$ cat config.mk
export PLATFORM = sky130hd
export DESIGN_NAME = pixel_distributor
export DESIGN_NICKNAME = d
export VERILOG_FILES = /design/src/rtl/pixel_pkg.sv /design/src/rtl/rr_arbiter.sv /design/src/rtl/pixel_distributor.sv
export SDC_FILE = /design/constraint.sdc
export NUM_CORES = 1
export LEC_CHECK = 0
export CAP_MARGIN = 20
export CORE_ASPECT_RATIO = 2
export CORE_MARGIN = 2
export CORE_UTILIZATION = 25
export CTS_BUF_LIST = sky130_fd_sc_hd__clkbuf_8 sky130_fd_sc_hd__clkbuf_16
export DETAILED_ROUTE_END_ITERATION = 10
export GPL_TIMING_DRIVEN = 0
export SETUP_SLACK_MARGIN = 0.02
export SYNTH_ARGS = -nofsm -noshare
export SYNTH_HDL_FRONTEND = slang
export SYNTH_SLANG_ARGS = --single-unit
export TNS_END_PERCENT = 100
$ cat constraint.sdc
create_clock -name clk -period 2.37 [get_ports clk]
set_input_delay 0.474 -clock clk [delete_from_list [all_inputs] [get_ports clk]]
set_output_delay 0.474 -clock clk [all_outputs]
set_load 0.02 [all_outputs]
$ cat src/rtl/pixel_pkg.sv
// rtl/pixel_pkg.sv - frame geometry defaults, coordinate type and distributor states
package pixel_pkg;
  localparam int DATA_WIDTH = 32;
  localparam int FRAME_W    = 640;
  localparam int FRAME_H    = 480;

  typedef enum logic [1:0] {IDLE, DISPATCH, DRAIN, DONE} dist_state_t;

  typedef logic [DATA_WIDTH-1:0] coord_t;
endpackage

$ cat src/rtl/rr_arbiter.sv
// rtl/rr_arbiter.sv - combinational pick of the first eligible engine at or above rr_ptr, wrapping
module rr_arbiter #(
  parameter int NUM_ENGINES   = 4,
  parameter int ENG_IDX_WIDTH = 2
) (
  input  logic [NUM_ENGINES-1:0]   eligible,
  input  logic [ENG_IDX_WIDTH-1:0] rr_ptr,
  output logic [NUM_ENGINES-1:0]   grant,
  output logic [ENG_IDX_WIDTH-1:0] grant_idx,
  output logic                     grant_valid
);
  logic [NUM_ENGINES-1:0] rotated;
  int                     sel;

  // rotated[k] is engine (rr_ptr + k) mod NUM_ENGINES
  always_comb begin
    rotated     = NUM_ENGINES'({eligible, eligible} >> rr_ptr);
    grant_valid = 1'b0;
    sel         = 0;
    for (int k = 0; k < NUM_ENGINES; k++) begin
      if (!grant_valid && rotated[k]) begin
        grant_valid = 1'b1;
        sel         = (int'(rr_ptr) + k) % NUM_ENGINES;
      end
    end
    for (int i = 0; i < NUM_ENGINES; i++) begin
      grant[i] = grant_valid && (i == sel);
    end
    grant_idx = ENG_IDX_WIDTH'(sel);
  end
endmodule

$ cat src/rtl/pixel_distributor.sv
// rtl/pixel_distributor.sv - raster-order pixel dispatcher over NUM_ENGINES engines
// PIXEL_DISTRIBUTOR_PERF_EN adds the stall_cycles_o counter.
module pixel_distributor #(
  parameter int NUM_ENGINES   = 4,
  parameter int ENG_IDX_WIDTH = 2,
  parameter int DATA_WIDTH    = pixel_pkg::DATA_WIDTH,
  parameter int FRAME_W       = pixel_pkg::FRAME_W,
  parameter int FRAME_H       = pixel_pkg::FRAME_H
) (
  input  logic                     clk,
  input  logic                     reset,
  input  logic                     frame_start,
  input  logic [NUM_ENGINES-1:0]   engine_idle,
  input  logic [NUM_ENGINES-1:0]   queue_full,
  output logic [NUM_ENGINES-1:0]   start_o,
  output logic [DATA_WIDTH-1:0]    xpixel_o,
  output logic [DATA_WIDTH-1:0]    ypixel_o,
  output logic [ENG_IDX_WIDTH-1:0] grant_idx_o,
  output logic                     busy_o,
  output logic                     frame_done_o
`ifdef PIXEL_DISTRIBUTOR_PERF_EN
  ,
  output logic [31:0]              stall_cycles_o
`endif
);
  import pixel_pkg::*;

  dist_state_t              state, state_nxt;
  logic [DATA_WIDTH-1:0]    x_cnt, y_cnt;
  logic [ENG_IDX_WIDTH-1:0] rr_ptr, gnt_idx;
  logic [NUM_ENGINES-1:0]   blk_d, block, eligible, gnt;
  logic                     gnt_valid, do_grant, last_x, last_pixel;

  // start_o is last cycle's grant and blk_d the one before; together they form the block mask
  assign block      = start_o | blk_d;
  assign eligible   = engine_idle & ~queue_full & ~block;
  assign do_grant   = (state == DISPATCH) && gnt_valid;
  assign last_x     = (x_cnt == DATA_WIDTH'(FRAME_W - 1));
  assign last_pixel = last_x && (y_cnt == DATA_WIDTH'(FRAME_H - 1));

  rr_arbiter #(
    .NUM_ENGINES  (NUM_ENGINES),
    .ENG_IDX_WIDTH(ENG_IDX_WIDTH)
  ) u_arb (
    .eligible   (eligible),
    .rr_ptr     (rr_ptr),
    .grant      (gnt),
    .grant_idx  (gnt_idx),
    .grant_valid(gnt_valid)
  );

  always_comb begin
    state_nxt    = state;
    busy_o       = (state != IDLE);
    frame_done_o = (state == DONE);
    case (state)
      IDLE:     if (frame_start) state_nxt = DISPATCH;
      DISPATCH: if (do_grant && last_pixel) state_nxt = DRAIN;
      DRAIN:    if (&engine_idle && !(|block)) state_nxt = DONE;
      DONE:     state_nxt = IDLE;
      default:  state_nxt = IDLE;
    endcase
  end

  always_ff @(posedge clk) begin
    if (reset) begin
      state       <= IDLE;
      x_cnt       <= '0;
      y_cnt       <= '0;
      rr_ptr      <= '0;
      start_o     <= '0;
      blk_d       <= '0;
      xpixel_o    <= '0;
      ypixel_o    <= '0;
      grant_idx_o <= '0;
    end else begin
      state   <= state_nxt;
      start_o <= do_grant ? gnt : '0;
      blk_d   <= start_o;
      if (state == IDLE && frame_start) begin
        x_cnt  <= '0;
        y_cnt  <= '0;
        rr_ptr <= '0;
      end else if (do_grant) begin
        xpixel_o    <= x_cnt;
        ypixel_o    <= y_cnt;
        grant_idx_o <= gnt_idx;
        rr_ptr      <= (gnt_idx == ENG_IDX_WIDTH'(NUM_ENGINES - 1)) ? '0
                                                                    : gnt_idx + ENG_IDX_WIDTH'(1);
        if (last_x) begin
          x_cnt <= '0;
          y_cnt <= y_cnt + DATA_WIDTH'(1);
        end else begin
          x_cnt <= x_cnt + DATA_WIDTH'(1);
        end
      end
    end
  end

`ifdef PIXEL_DISTRIBUTOR_PERF_EN
  always_ff @(posedge clk) begin
    if (reset || (state == IDLE && frame_start)) begin
      stall_cycles_o <= '0;
    end else if (state == DISPATCH && !gnt_valid && stall_cycles_o != '1) begin
      stall_cycles_o <= stall_cycles_o + 32'd1;
    end
  end
`endif
endmodule

==> key figures <==
Final layout
  – Number of fill cells: 2636
  – Share of cells above drive strength 1: 0.125
  – Diode count: 0
  – Post-layout net count: 908
  – Area Growth Syn to Fin: 34.8%
  – Multi-input gate area: 0.00335 sq mm
  – Storage cell area: 0.00285 sq mm

Power and ir drop
  – Leakage: 2.76 nW
  – Power per cell area: 710 mW/mm^2
  – Worst ir drop on vdd: 0.000508 V
  – Pwr Total: 5.99 mW

Floorplanning
  – Row count: 81
  – Die area: 0.0264 sq mm
  – # IOs: 83
  – Core ar.: 0.0245 sq mm
  – Die height: 228 um
  – Starting Density: 0.255
  – Die X: 116 um

Clocking
  – TritonCTS Sinks: 142
  – CTS tree: yes
  – Root buf cell: clkbuf_16
  – Later-pin clock latency in the skew report: 0.43 ns
  – CTS clk-pin slew, worst paths: 0.07 ns
  – Max Buffers Root-to-Sink: 2
  – Hold buffers post-CTS: 0
  – Number of H-tree levels: 4
  – Total CTS buffers: 17

Global routing
  – Number of global-route vias before repair: 5981
  – Largest net degree at the start of global routing: 17
  – First-pass GRT wire length: 30.4 mm
  – Initial antenna violation count: 0
  – Total GRT Usage: 0.148
  – Total gr overflow: 0

Drt
  – Post-DR wirelength/cell: 15.5 um
  – Via/cell ratio: 4.77
  – Routed Antenna Nets: 0
  – DRC viols: 0
  – First-iteration detailed-routing DRC count: 206
  – DRT Pass-1 Iters: 5
  – Via Count: 5875
  – WL final: 19.1 mm

Logic synthesis
  – Synth Instances: 769
  – Seq/Total Area, Yosys: 0.454
  – Unique masters post-synth: 51
  – YS warnings: 0
  – #FFs+latches synth: 142
  – Mean post-synth cell area: 8.14 sq um
  – Area of the mapped netlist: 0.00626 sq mm
  – Syn Nets: 791

Timing
  – Final worst path period share: 0.979
  – Worst Setup Slack, final: 0.0486 ns
  – Fin. Hold Viols: 0
  – Relative slew margins: 0.465
  – Setup violators final: 0
  – Max Transition Viols Final: 0
  – Tmin final: 2.32 ns
  – Worst Max-Slew Pin Slew: 0.791 ns
  – Setup repair after global routing missed its margin: true
  – Final clock skew: 0.0108 ns
  – Highest clock rate: 431 MHz

Job
  – Max Cap Viol: 0

Critical path
  – Critical path arrival: 2.67 ns
  – CP Launch Type: flop
  – Worst-path maximum fanout: 8
  – Req. time, crit path: 2.72 ns
  – Worst setup path category: flop to flop
  – Worst setup EP type: flop

Hold path
  – Hold Path Class: flop to flop

Place
  – Gpl congestion: 0.879
  – Port bufs: 82
  – Detailed placement HPWL: 14.6 mm
  – Setup WS pre-CTS: -1.02 ns

Run status
  – Outcome: completed
-- cells in the final DEF (no fill, tap or decap), types with 16 or more instances in the layout --
cell type	Yosys	routed
nand2_1	178	177
dfxtp_1	142	136
a21oi_1	96	95
clkdlybuf4s50_1	0	73
nor2_1	35	35
nand3_1	23	22
nand4_1	21	21
clkbuf_1	34	21
buf_4	0	19
or3_1	20	18
inv_1	17	17
clkbuf_16	0	17
xnor2_1	16	16
o21ai_0	17	16
-- registers in the layout, indices dropped and copies added (netlist names), 4 cells and up --
register / flops
blk_d: 4
x_cnt: 32
y_cnt: 32
xpixel_o: 32
ypixel_o: 32
start_o: 4
-- cells by family after synthesis --
logic type,share of synthesized area
compound gates,0.129
xor+xnor,0.0266
fa+ha+maj,0.0220
buf+inv,0.0406
flops,0.454
mux,0.0240
simple gates,0.304
-- routing by layer --
layer / up-vias / part of all wire / GRT usage
met5: - / 0 / 0
met4: 0 / 0.043 / 0.0844
met3: 38 / 0.033 / 0.0284
met2: 122 / 0.58 / 0.294
met1: 2784 / 0.34 / 0.131
li1: 2931 / - / -
-- stage by stage --
stage	utilization	hold slack (ns)	area, sq um	setup TNS (ns)	cells
4_1_cts	0.338	0.455	8290	-0.0298	1229
5_1_grt	0.344	0.469	8430	-0.165	1231
3_3_place_gp	0.306	0.444	7490	-108.95	1183
6_report	0.344	0.452	8430	0	1231
2_1_floorplan	-	0.453	6260	0	769
3_5_place_dp	0.306	0.446	7500	-108.56	1184
-- cell usage after synthesis (all sizes together) --
master / n / area (sq um)
o31ai: 9 / 67.6
or4b: 2 / 20.0
a31oi: 3 / 18.8
o22ai: 1 / 6.26
clkbuf: 35 / 133
o21bai: 1 / 7.51
nor4: 17 / 106
o211ai: 1 / 7.51
dfxtp: 142 / 2840
xor2: 3 / 26.3
o31a: 1 / 8.76
ha: 11 / 138
or2: 3 / 18.8
nor3: 17 / 85.1
nor2b: 4 / 25.0
or4: 15 / 116
a41o: 2 / 20.0
and4: 7 / 61.3
a21o: 1 / 7.51
and3: 2 / 12.5
mux2i: 15 / 150
nand3: 23 / 115
a211oi: 2 / 15.0
a21oi: 96 / 480
nand2b: 15 / 93.8
inv: 17 / 63.8
nand3b: 1 / 7.51
xnor2: 16 / 140
o41ai: 2 / 25.0
nand4: 21 / 131
o2bb2ai: 1 / 8.76
nand2: 178 / 668
nor4b: 7 / 110
nor2: 35 / 131
or3: 20 / 125
buf: 10 / 57.6
o221ai: 2 / 17.5
and2: 7 / 43.8
nor3b: 4 / 30.0
o21ai: 17 / 85.1
o41a: 1 / 11.3
o311ai: 2 / 17.5
-- worst paths after layout --
path / to / from / slack (ns) / cells after the start
min: ypixel_o[10] / ypixel_o[10] / 0.45 / 2
max reg2reg: y_cnt[5] / x_cnt[4] / 0.05 / 7
max: y_cnt[5] / x_cnt[4] / 0.05 / 7
min reg2reg: ypixel_o[10] / ypixel_o[10] / 0.45 / 2
-- report_power, final --
group          switching [mW]  internal (mW)  total, mW
logic                   0.566          0.258      0.824
registers              0.0351           2.42       2.45
clock network            1.12           1.60       2.72
-- critical path, stage by stage, from the launching register on --
cell and delay, ns:
dfxtp_1 0.42, and4_1 0.21, clkbuf_2 0.22, nand2_2 0.17, or4_4 0.48, buf_6 0.15
or4_1 0.47, a21oi_1 0.12
-- timing repair --
action / 4_1_cts / 5_1_grt
buffers inserted: 14 / 3
gates resized for setup: 37 / 38
endpoints found under the setup margin: 135 / 108
pin swaps: 11 / 6
-- final cells by class --
cell class | count | share of cell area
Multi-Input combinational cell | 565 | 0.397
Sequential cell | 142 | 0.338
Timing Repair Buffer | 100 | 0.112
Clock buffer | 18 | 0.0521
Tap cell | 332 | 0.0493
Buffer | 43 | 0.0257
Clock inverter | 14 | 0.0185
Inverter | 17 | 0.00757
Power figures use the tool's default switching activity.
